File: config.mk
export PLATFORM = sky130hd
export DESIGN_NAME = mem_stage_flat
export DESIGN_NICKNAME = d
export VERILOG_FILES = /design/src/rtl/mem_stage_if.sv /design/src/rtl/mem_stage.sv /design/src/flat_wrapper.sv
export SDC_FILE = /design/constraint.sdc
export NUM_CORES = 1
export LEC_CHECK = 0
export CORE_MARGIN = 8
export CORE_UTILIZATION = 50
export CTS_CLUSTER_SIZE = 40
export DETAILED_ROUTE_END_ITERATION = 16
export DONT_BUFFER_PORTS = 1
export GPL_ROUTABILITY_DRIVEN = 0
export PLACE_DENSITY = 0.67
export SYNTH_ARGS = -nofsm -noshare
export SYNTH_HDL_FRONTEND = slang
export SYNTH_SLANG_ARGS = --single-unit
File: constraint.sdc
create_clock -name clk -period 2.6 [get_ports clk]
set_clock_uncertainty 0.1 [all_clocks]
set_input_delay 0.26 -clock clk [delete_from_list [all_inputs] [get_ports clk]]
set_output_delay 0.26 -clock clk [all_outputs]
set_load 0.005 [all_outputs]
File: src/rtl/mem_stage_if.sv
// Signal bundle between the execute/stall-control side and the memory-access stage.
interface mem_stage_if #(
    parameter int EX_TO_MEM_WD = 82
);
    logic [5:0]              stall;
    logic [EX_TO_MEM_WD-1:0] ex_to_mem_bus;
    logic [1:0]              ex_addr_lo;
    logic [31:0]             data_sram_rdata;
    logic                    data_sram_rvalid;
    logic [69:0]             mem_to_wb_bus;
    logic [37:0]             mem_to_rf_bus;
    logic                    stallreq_mem;
    logic                    mem_adel;
    logic                    mem_timeout;

    modport master (
        output stall, ex_to_mem_bus, ex_addr_lo, data_sram_rdata, data_sram_rvalid,
        input  mem_to_wb_bus, mem_to_rf_bus, stallreq_mem, mem_adel, mem_timeout
    );

    modport slave (
        input  stall, ex_to_mem_bus, ex_addr_lo, data_sram_rdata, data_sram_rvalid,
        output mem_to_wb_bus, mem_to_rf_bus, stallreq_mem, mem_adel, mem_timeout
    );
endinterface

File: src/rtl/mem_stage.sv
// Memory-access pipeline stage: registers the execute bus, waits for the SRAM
// read response, aligns/extends load data and drives writeback and forwarding buses.
module mem_stage #(
    parameter int EX_TO_MEM_WD = 82,
    parameter int WAIT_MAX     = 15
) (
    input  logic       clk,
    input  logic       rst,
    mem_stage_if.slave mem_if
);
    typedef enum logic [1:0] {S_IDLE, S_WAIT, S_DONE} state_t;

    localparam logic [5:0] OP_LB  = 6'b100000;
    localparam logic [5:0] OP_LH  = 6'b100001;
    localparam logic [5:0] OP_LW  = 6'b100011;
    localparam logic [5:0] OP_LBU = 6'b100100;
    localparam logic [5:0] OP_LHU = 6'b100101;
    localparam logic [3:0] L_WAIT_MAX = 4'(WAIT_MAX);

    function automatic logic f_is_load(input logic en, input logic [3:0] wen, input logic [5:0] op);
        return en && (wen == 4'b0000) &&
               (op == OP_LB || op == OP_LH || op == OP_LW || op == OP_LBU || op == OP_LHU);
    endfunction

    logic [EX_TO_MEM_WD-1:0] r_bus;
    logic [1:0]              r_addr_lo;
    state_t                  r_state;
    logic [3:0]              r_cnt;
    logic [31:0]             r_cap;
    logic                    r_timeout;

    logic                    w_bubble;
    logic                    w_load;
    logic [EX_TO_MEM_WD-1:0] w_next_bus;
    logic [1:0]              w_next_lo;
    logic                    w_next_is_load;
    state_t                  w_state_nx;
    logic [3:0]              w_cnt_nx;
    logic [31:0]             w_cap_nx;
    logic                    w_timeout_nx;

    logic [31:0] w_pc;
    logic        w_en;
    logic [3:0]  w_wen;
    logic        w_sel;
    logic        w_we_in;
    logic [4:0]  w_waddr;
    logic [5:0]  w_op;
    logic [31:0] w_res;
    logic        w_is_load;
    logic        w_in_wait;
    logic        w_stall_req;
    logic [31:0] w_raw;
    logic [7:0]  w_byte;
    logic [15:0] w_half;
    logic [31:0] w_ld;
    logic        w_adel;
    logic        w_we;
    logic [31:0] w_wdata;
    logic        w_unused;

    assign w_unused = ^{mem_if.stall[5], mem_if.stall[2:0]};

    // A bubble is inserted when this stage stops but writeback keeps going.
    assign w_bubble   = mem_if.stall[3] & ~mem_if.stall[4];
    assign w_load     = ~mem_if.stall[3] | w_bubble;
    assign w_next_bus = w_bubble ? '0 : mem_if.ex_to_mem_bus;
    assign w_next_lo  = w_bubble ? '0 : mem_if.ex_addr_lo;
    assign w_next_is_load = f_is_load(w_next_bus[49], w_next_bus[48:45], w_next_bus[37:32]);

    always_ff @(posedge clk or negedge rst) begin
        if (!rst) begin
            r_bus     <= '0;
            r_addr_lo <= '0;
        end else if (w_load) begin
            r_bus     <= w_next_bus;
            r_addr_lo <= w_next_lo;
        end
    end

    always_ff @(posedge clk or negedge rst) begin
        if (!rst) begin
            r_state   <= S_IDLE;
            r_cnt     <= '0;
            r_cap     <= '0;
            r_timeout <= 1'b0;
        end else begin
            r_state   <= w_state_nx;
            r_cnt     <= w_cnt_nx;
            r_cap     <= w_cap_nx;
            r_timeout <= w_timeout_nx;
        end
    end

    always_comb begin
        w_state_nx   = r_state;
        w_cnt_nx     = r_cnt;
        w_cap_nx     = r_cap;
        w_timeout_nx = r_timeout;
        if (w_load) begin
            w_state_nx = w_next_is_load ? S_WAIT : S_IDLE;
            w_cnt_nx   = '0;
            w_cap_nx   = '0;
        end else if (r_state == S_WAIT) begin
            if (mem_if.data_sram_rvalid) begin
                w_state_nx = S_DONE;
                w_cap_nx   = mem_if.data_sram_rdata;
            end else begin
                w_cnt_nx = r_cnt + 4'd1;
                if (w_cnt_nx == L_WAIT_MAX) begin
                    w_state_nx   = S_DONE;
                    w_cap_nx     = '0;
                    w_timeout_nx = 1'b1;
                end
            end
        end
    end

    assign w_pc    = r_bus[81:50];
    assign w_en    = r_bus[49];
    assign w_wen   = r_bus[48:45];
    assign w_sel   = r_bus[44];
    assign w_we_in = r_bus[43];
    assign w_waddr = r_bus[42:38];
    assign w_op    = r_bus[37:32];
    assign w_res   = r_bus[31:0];

    assign w_is_load   = f_is_load(w_en, w_wen, w_op);
    assign w_in_wait   = (r_state == S_WAIT);
    assign w_stall_req = w_in_wait & ~mem_if.data_sram_rvalid;
    // A same-cycle response bypasses the capture register.
    assign w_raw       = (w_in_wait & mem_if.data_sram_rvalid) ? mem_if.data_sram_rdata : r_cap;
    assign w_byte      = w_raw[{r_addr_lo, 3'b000} +: 8];
    assign w_half      = r_addr_lo[1] ? w_raw[31:16] : w_raw[15:0];

    always_comb begin
        w_ld = w_raw;
        case (w_op)
            OP_LB:   w_ld = {{24{w_byte[7]}}, w_byte};
            OP_LBU:  w_ld = {24'b0, w_byte};
            OP_LH:   w_ld = {{16{w_half[15]}}, w_half};
            OP_LHU:  w_ld = {16'b0, w_half};
            default: w_ld = w_raw;
        endcase
    end

    assign w_adel  = w_is_load &
                     ((((w_op == OP_LH) || (w_op == OP_LHU)) & r_addr_lo[0]) |
                      ((w_op == OP_LW) & (r_addr_lo != 2'b00)));
    assign w_we    = w_we_in & ~w_adel & ~w_stall_req;
    assign w_wdata = (w_sel & w_is_load) ? w_ld : w_res;

    assign mem_if.mem_to_wb_bus = {w_pc, w_we, w_waddr, w_wdata};
    assign mem_if.mem_to_rf_bus = {w_we, w_waddr, w_wdata};
    assign mem_if.stallreq_mem  = w_stall_req;
    assign mem_if.mem_adel      = w_adel;
    assign mem_if.mem_timeout   = r_timeout;
endmodule

File: src/flat_wrapper.sv
// flat-port wrapper written by rule: the top's interface ports become plain ports
module mem_stage_flat 
#(
    parameter int EX_TO_MEM_WD = 82,
    parameter int WAIT_MAX     = 15
)
  (clk, rst, mem_if_stall, mem_if_ex_to_mem_bus, mem_if_ex_addr_lo, mem_if_data_sram_rdata, mem_if_data_sram_rvalid, mem_if_mem_to_wb_bus, mem_if_mem_to_rf_bus, mem_if_stallreq_mem, mem_if_mem_adel, mem_if_mem_timeout);
  mem_stage_if #(.EX_TO_MEM_WD(EX_TO_MEM_WD)) mem_if_i ();
  input  logic clk;
  input  logic rst;
  input wire logic [$bits(mem_if_i.stall)-1:0] mem_if_stall;
  input wire logic [$bits(mem_if_i.ex_to_mem_bus)-1:0] mem_if_ex_to_mem_bus;
  input wire logic [$bits(mem_if_i.ex_addr_lo)-1:0] mem_if_ex_addr_lo;
  input wire logic [$bits(mem_if_i.data_sram_rdata)-1:0] mem_if_data_sram_rdata;
  input wire logic [$bits(mem_if_i.data_sram_rvalid)-1:0] mem_if_data_sram_rvalid;
  output wire logic [$bits(mem_if_i.mem_to_wb_bus)-1:0] mem_if_mem_to_wb_bus;
  output wire logic [$bits(mem_if_i.mem_to_rf_bus)-1:0] mem_if_mem_to_rf_bus;
  output wire logic [$bits(mem_if_i.stallreq_mem)-1:0] mem_if_stallreq_mem;
  output wire logic [$bits(mem_if_i.mem_adel)-1:0] mem_if_mem_adel;
  output wire logic [$bits(mem_if_i.mem_timeout)-1:0] mem_if_mem_timeout;
  assign mem_if_i.stall = mem_if_stall;
  assign mem_if_i.ex_to_mem_bus = mem_if_ex_to_mem_bus;
  assign mem_if_i.ex_addr_lo = mem_if_ex_addr_lo;
  assign mem_if_i.data_sram_rdata = mem_if_data_sram_rdata;
  assign mem_if_i.data_sram_rvalid = mem_if_data_sram_rvalid;
  assign mem_if_mem_to_wb_bus = mem_if_i.mem_to_wb_bus;
  assign mem_if_mem_to_rf_bus = mem_if_i.mem_to_rf_bus;
  assign mem_if_stallreq_mem = mem_if_i.stallreq_mem;
  assign mem_if_mem_adel = mem_if_i.mem_adel;
  assign mem_if_mem_timeout = mem_if_i.mem_timeout;
  mem_stage #(.EX_TO_MEM_WD(EX_TO_MEM_WD), .WAIT_MAX(WAIT_MAX)) u_core (.clk(clk), .rst(rst), .mem_if(mem_if_i));
endmodule
==> flow_summary.yaml <==
status:
  status: "finished, violations left"
  failed_checks: "negative hold slack, negative setup slack"
clock_network:
  clk_pin_slew_ns: 0.05
  root_buffer: "clkbuf_16"
  cts_buffer_depth: 2
  cts-buffers-inserted: 17
  clkSinkCount: 123
  cts_tree: "built"
  cts.htree.levels: 4
  clk_latency_ns: 0.42
  hold_buffers: 117
pwr:
  ir_drop_uv: 416
  leakage_nw: 4.27
  power.density_nw_per_um2: 527
  power_mw: 4.88
floorplan:
  core_um2: 13700
  die_x_um: 134
  io_pins: 236
  die-area_um2: 17800
  start_util: 0.505
  placementRows: 43
  dieHeight_um: 134
timing:
  final-setup-viol-count: 64
  post-route-min-period_ns: 2.91
  maxSlewViolCount: 0
  timing.final.crit_share: 1.12
  rsz0062_at_grt: "yes"
  holdWs_ns: -0.563
  hold_viol_final: 123
  worst_slew_pin_slew_ns: 0.490
  worst_slack_ns: -0.308
  fmaxAchievable_mhz: 344
  slew_headroom: 0.667
synthesis:
  syn_avg_cell_area_um2: 8.91
  syn_inst: 775
  synth_top_area_frac: 0.446
  synth-seq-cells: 123
  synth_top_family_by_area: "compound AO/OA/AOI/OAI gates"
  synth.distinct_cells: 53
  synth-simple-area-share: 0.113
  synth.area.mux_share: 0.0793
  dominantRegCellSynth: "dfrtp_1"
  synth_top_area_cell: "dfrtp_1"
  async_reset_ff_frac: 1.00
  seq_area_frac_synth: 0.446
  yosys_warnings: 0
  synth_compound_area_frac: 0.195
  syn-num-nets: 902
  synth_area_um2: 6910
  synth-xor-area-share: 0.00254
  synth_edf_count: 0
  synth_area_leaders: "dfrtp_1, buf_4, o21ai_0"
  synth_fa_ha_area_frac: 0.00362
place:
  pre_cts_ws_ns: -0.0896
  dp_hpwl_um: 14000
  numPortBuffers: 0
global_route:
  grt_usage: 0.250
  grt_pass1_vias: 6387
  grt_max_degree: 124
  grt_pass1_wl_um: 35100
  overflow: 0
  antenna_found_initial: 1
setup_path:
  arrival_ns: 2.55
  endpoint_kind: "primary output"
  rr_worst_depth: 8
  reg2reg_from: "u_core.r_cnt[0]$_DFFE_PN0P_"
  start_kind: "flip-flop"
  crit_end: "mem_if_mem_to_wb_bus[4]"
  crit_path_start: "u_core.r_bus[36]$_DFFE_PN0N_"
  slowest_delay_ns: 0.56
  cp_cell_sequence: "or4b_4 > or3_4 > o22ai_2 > nor2_1 > a31oi_2 > buf_4"
  required_ns: 2.24
  critical_path_buf_inv_count: 1
  rrSetupSlack_ns: 0.58
  path_delay_family: "simple AND/OR/NAND/NOR gates"
  critPathMaxFanout: 3
  worstReg2RegEnd: "u_core.r_cap[18]$_DFFE_PN0P_"
  worstSetupPathType: "reg2out"
  cp_num_cells: 6
  slowest_stage: "or4b_4"
drt:
  wl_per_cell_um: 21.7
  drc: 0
  postRouteAntennaNets: 0
  num_vias: 6109
  routed_wl_um: 23000
  first_pass_iters: 6
  vias_per_cell: 5.76
  drt_iter0_markers: 580
hold_path:
  hp-class: "in2async"
run:
  drv_cap: 0
cells_and_area:
  multi_input_area_um2: 3170
  area_growth_pct: 34.3
  fillCellCount: 972
  final_util: 0.679
  drive_above_1_share: 0.222
  nets: 995
  seq_area_um2: 3080
  antennaDiodeCount: 0
flip-flops by register name, summed over array words and instances, names as in the netlist:
signal                     flops
u_core.r_state                 2
u_core.r_addr_lo               2
u_core.r_cnt                   4
u_core.mem_if.mem_timeout      1
u_core.r_cap                  32
u_core.r_bus                  82
synth_stat cells, types with 3 or more instances:
cell type	count
nor2_1	52
dfrtp_1	123
mux2i_1	39
mux2_2	10
buf_4	76
a211oi_1	8
a21oi_1	20
nand2_1	98
a31o_2	3
a22o_1	32
buf_6	3
a31oi_1	7
a21oi_2	9
clkbuf_1	36
inv_1	89
o21ai_0	85
o21a_1	12
o22ai_1	19
nor2b_1	4
buf_2	5
cell families (layout without fill, tap and decap cells):
family | after synthesis | after routing
muxes | 51 | 51
adders and majority gates | 2 | 2
and+or+nand+nor | 177 | 178
buffers and inverters | 212 | 317
AOI/OAI and AO/OA | 208 | 208
xor gates and xnor gates | 2 | 2
DFF | 123 | 123
worst min path at each step:
stage / to / cells past startpoint / start
5_1_grt: u_core.r_cnt[3]$_DFFE_PN0P_ / 0 / rst
3_3_place_gp: u_core.r_cnt[2]$_DFFE_PN0P_ / 0 / rst
2_1_floorplan: u_core.mem_if.mem_timeout$_DFFE_PN0P_ / 0 / rst
6_report: u_core.r_cnt[3]$_DFFE_PN0P_ / 0 / rst
3_5_place_dp: u_core.r_cnt[3]$_DFFE_PN0P_ / 0 / rst
4_1_cts: u_core.r_cnt[3]$_DFFE_PN0P_ / 0 / rst
routing by layer:
layer / global-route usage / up-vias / wire length (µm)
met2: 0.395 / 368 / 11000
met5: 0 / - / 13
met1: 0.302 / 2967 / 8810
li1: - / 2704 / -
met3: 0.0843 / 68 / 2320
met4: 0.114 / 2 / 788
power breakdown:
part           switching (mW)  total (mW)  internal [mW]
Combinational           0.281       0.565          0.284
Clock                   0.869        2.22           1.36
Sequential             0.0837        2.09           2.01
Total                    1.23        4.88           3.65
per-stage QoR:
stage | std cells | setup TNS, ns | instance area (µm²)
after floorplan | 775 | 0 | 6910
after global placement | 888 | -0.180 | 6810
after detailed placement | 888 | -0.179 | 6810
after CTS | 1054 | -14.16 | 8960
after global routing | 1061 | -17.93 | 9270
final | 1061 | -12.01 | 9270
what timing repair did:
item,4_1_cts,5_1_grt
gates resized for setup,52,43
pin swaps,26,30
buffers inserted,16,6
cloned,1,2
endpoints found under the setup margin,64,64
endpoints found under the hold margin,240,123
final cells by class:
type	instances	area share
clock buffers	21	0.0497
clock inverters	11	0.0104
inverters	90	0.0364
multi-input cells	441	0.342
flip-flops and latches	123	0.332
well taps	180	0.0243
repair buffers	195	0.205
cell usage in the layout, fill, tap and decap left out, types with 3 or more instances in the layout:
cell and n:
buf_6 14, nor2b_1 3, a21oi_1 12, a21oi_4 7
nor2_2 6, o22ai_2 4, mux2_2 10, dlygate4sd3_1 116
inv_1 89, a21oi_2 10, o22ai_4 3, o22ai_1 12
buf_4 59, mux2i_4 5, nand2_1 96, o21ai_0 84
mux2i_2 5, clkinvlp_4 5, a31oi_1 3, clkinv_2 4
clkbuf_16 19, a22o_1 32, dfrtp_1 122, nor2_1 46
a31oi_2 4, o21a_1 12, mux2i_1 29, buf_12 3
a211oi_4 6
(Power assumes the default switching activity.)
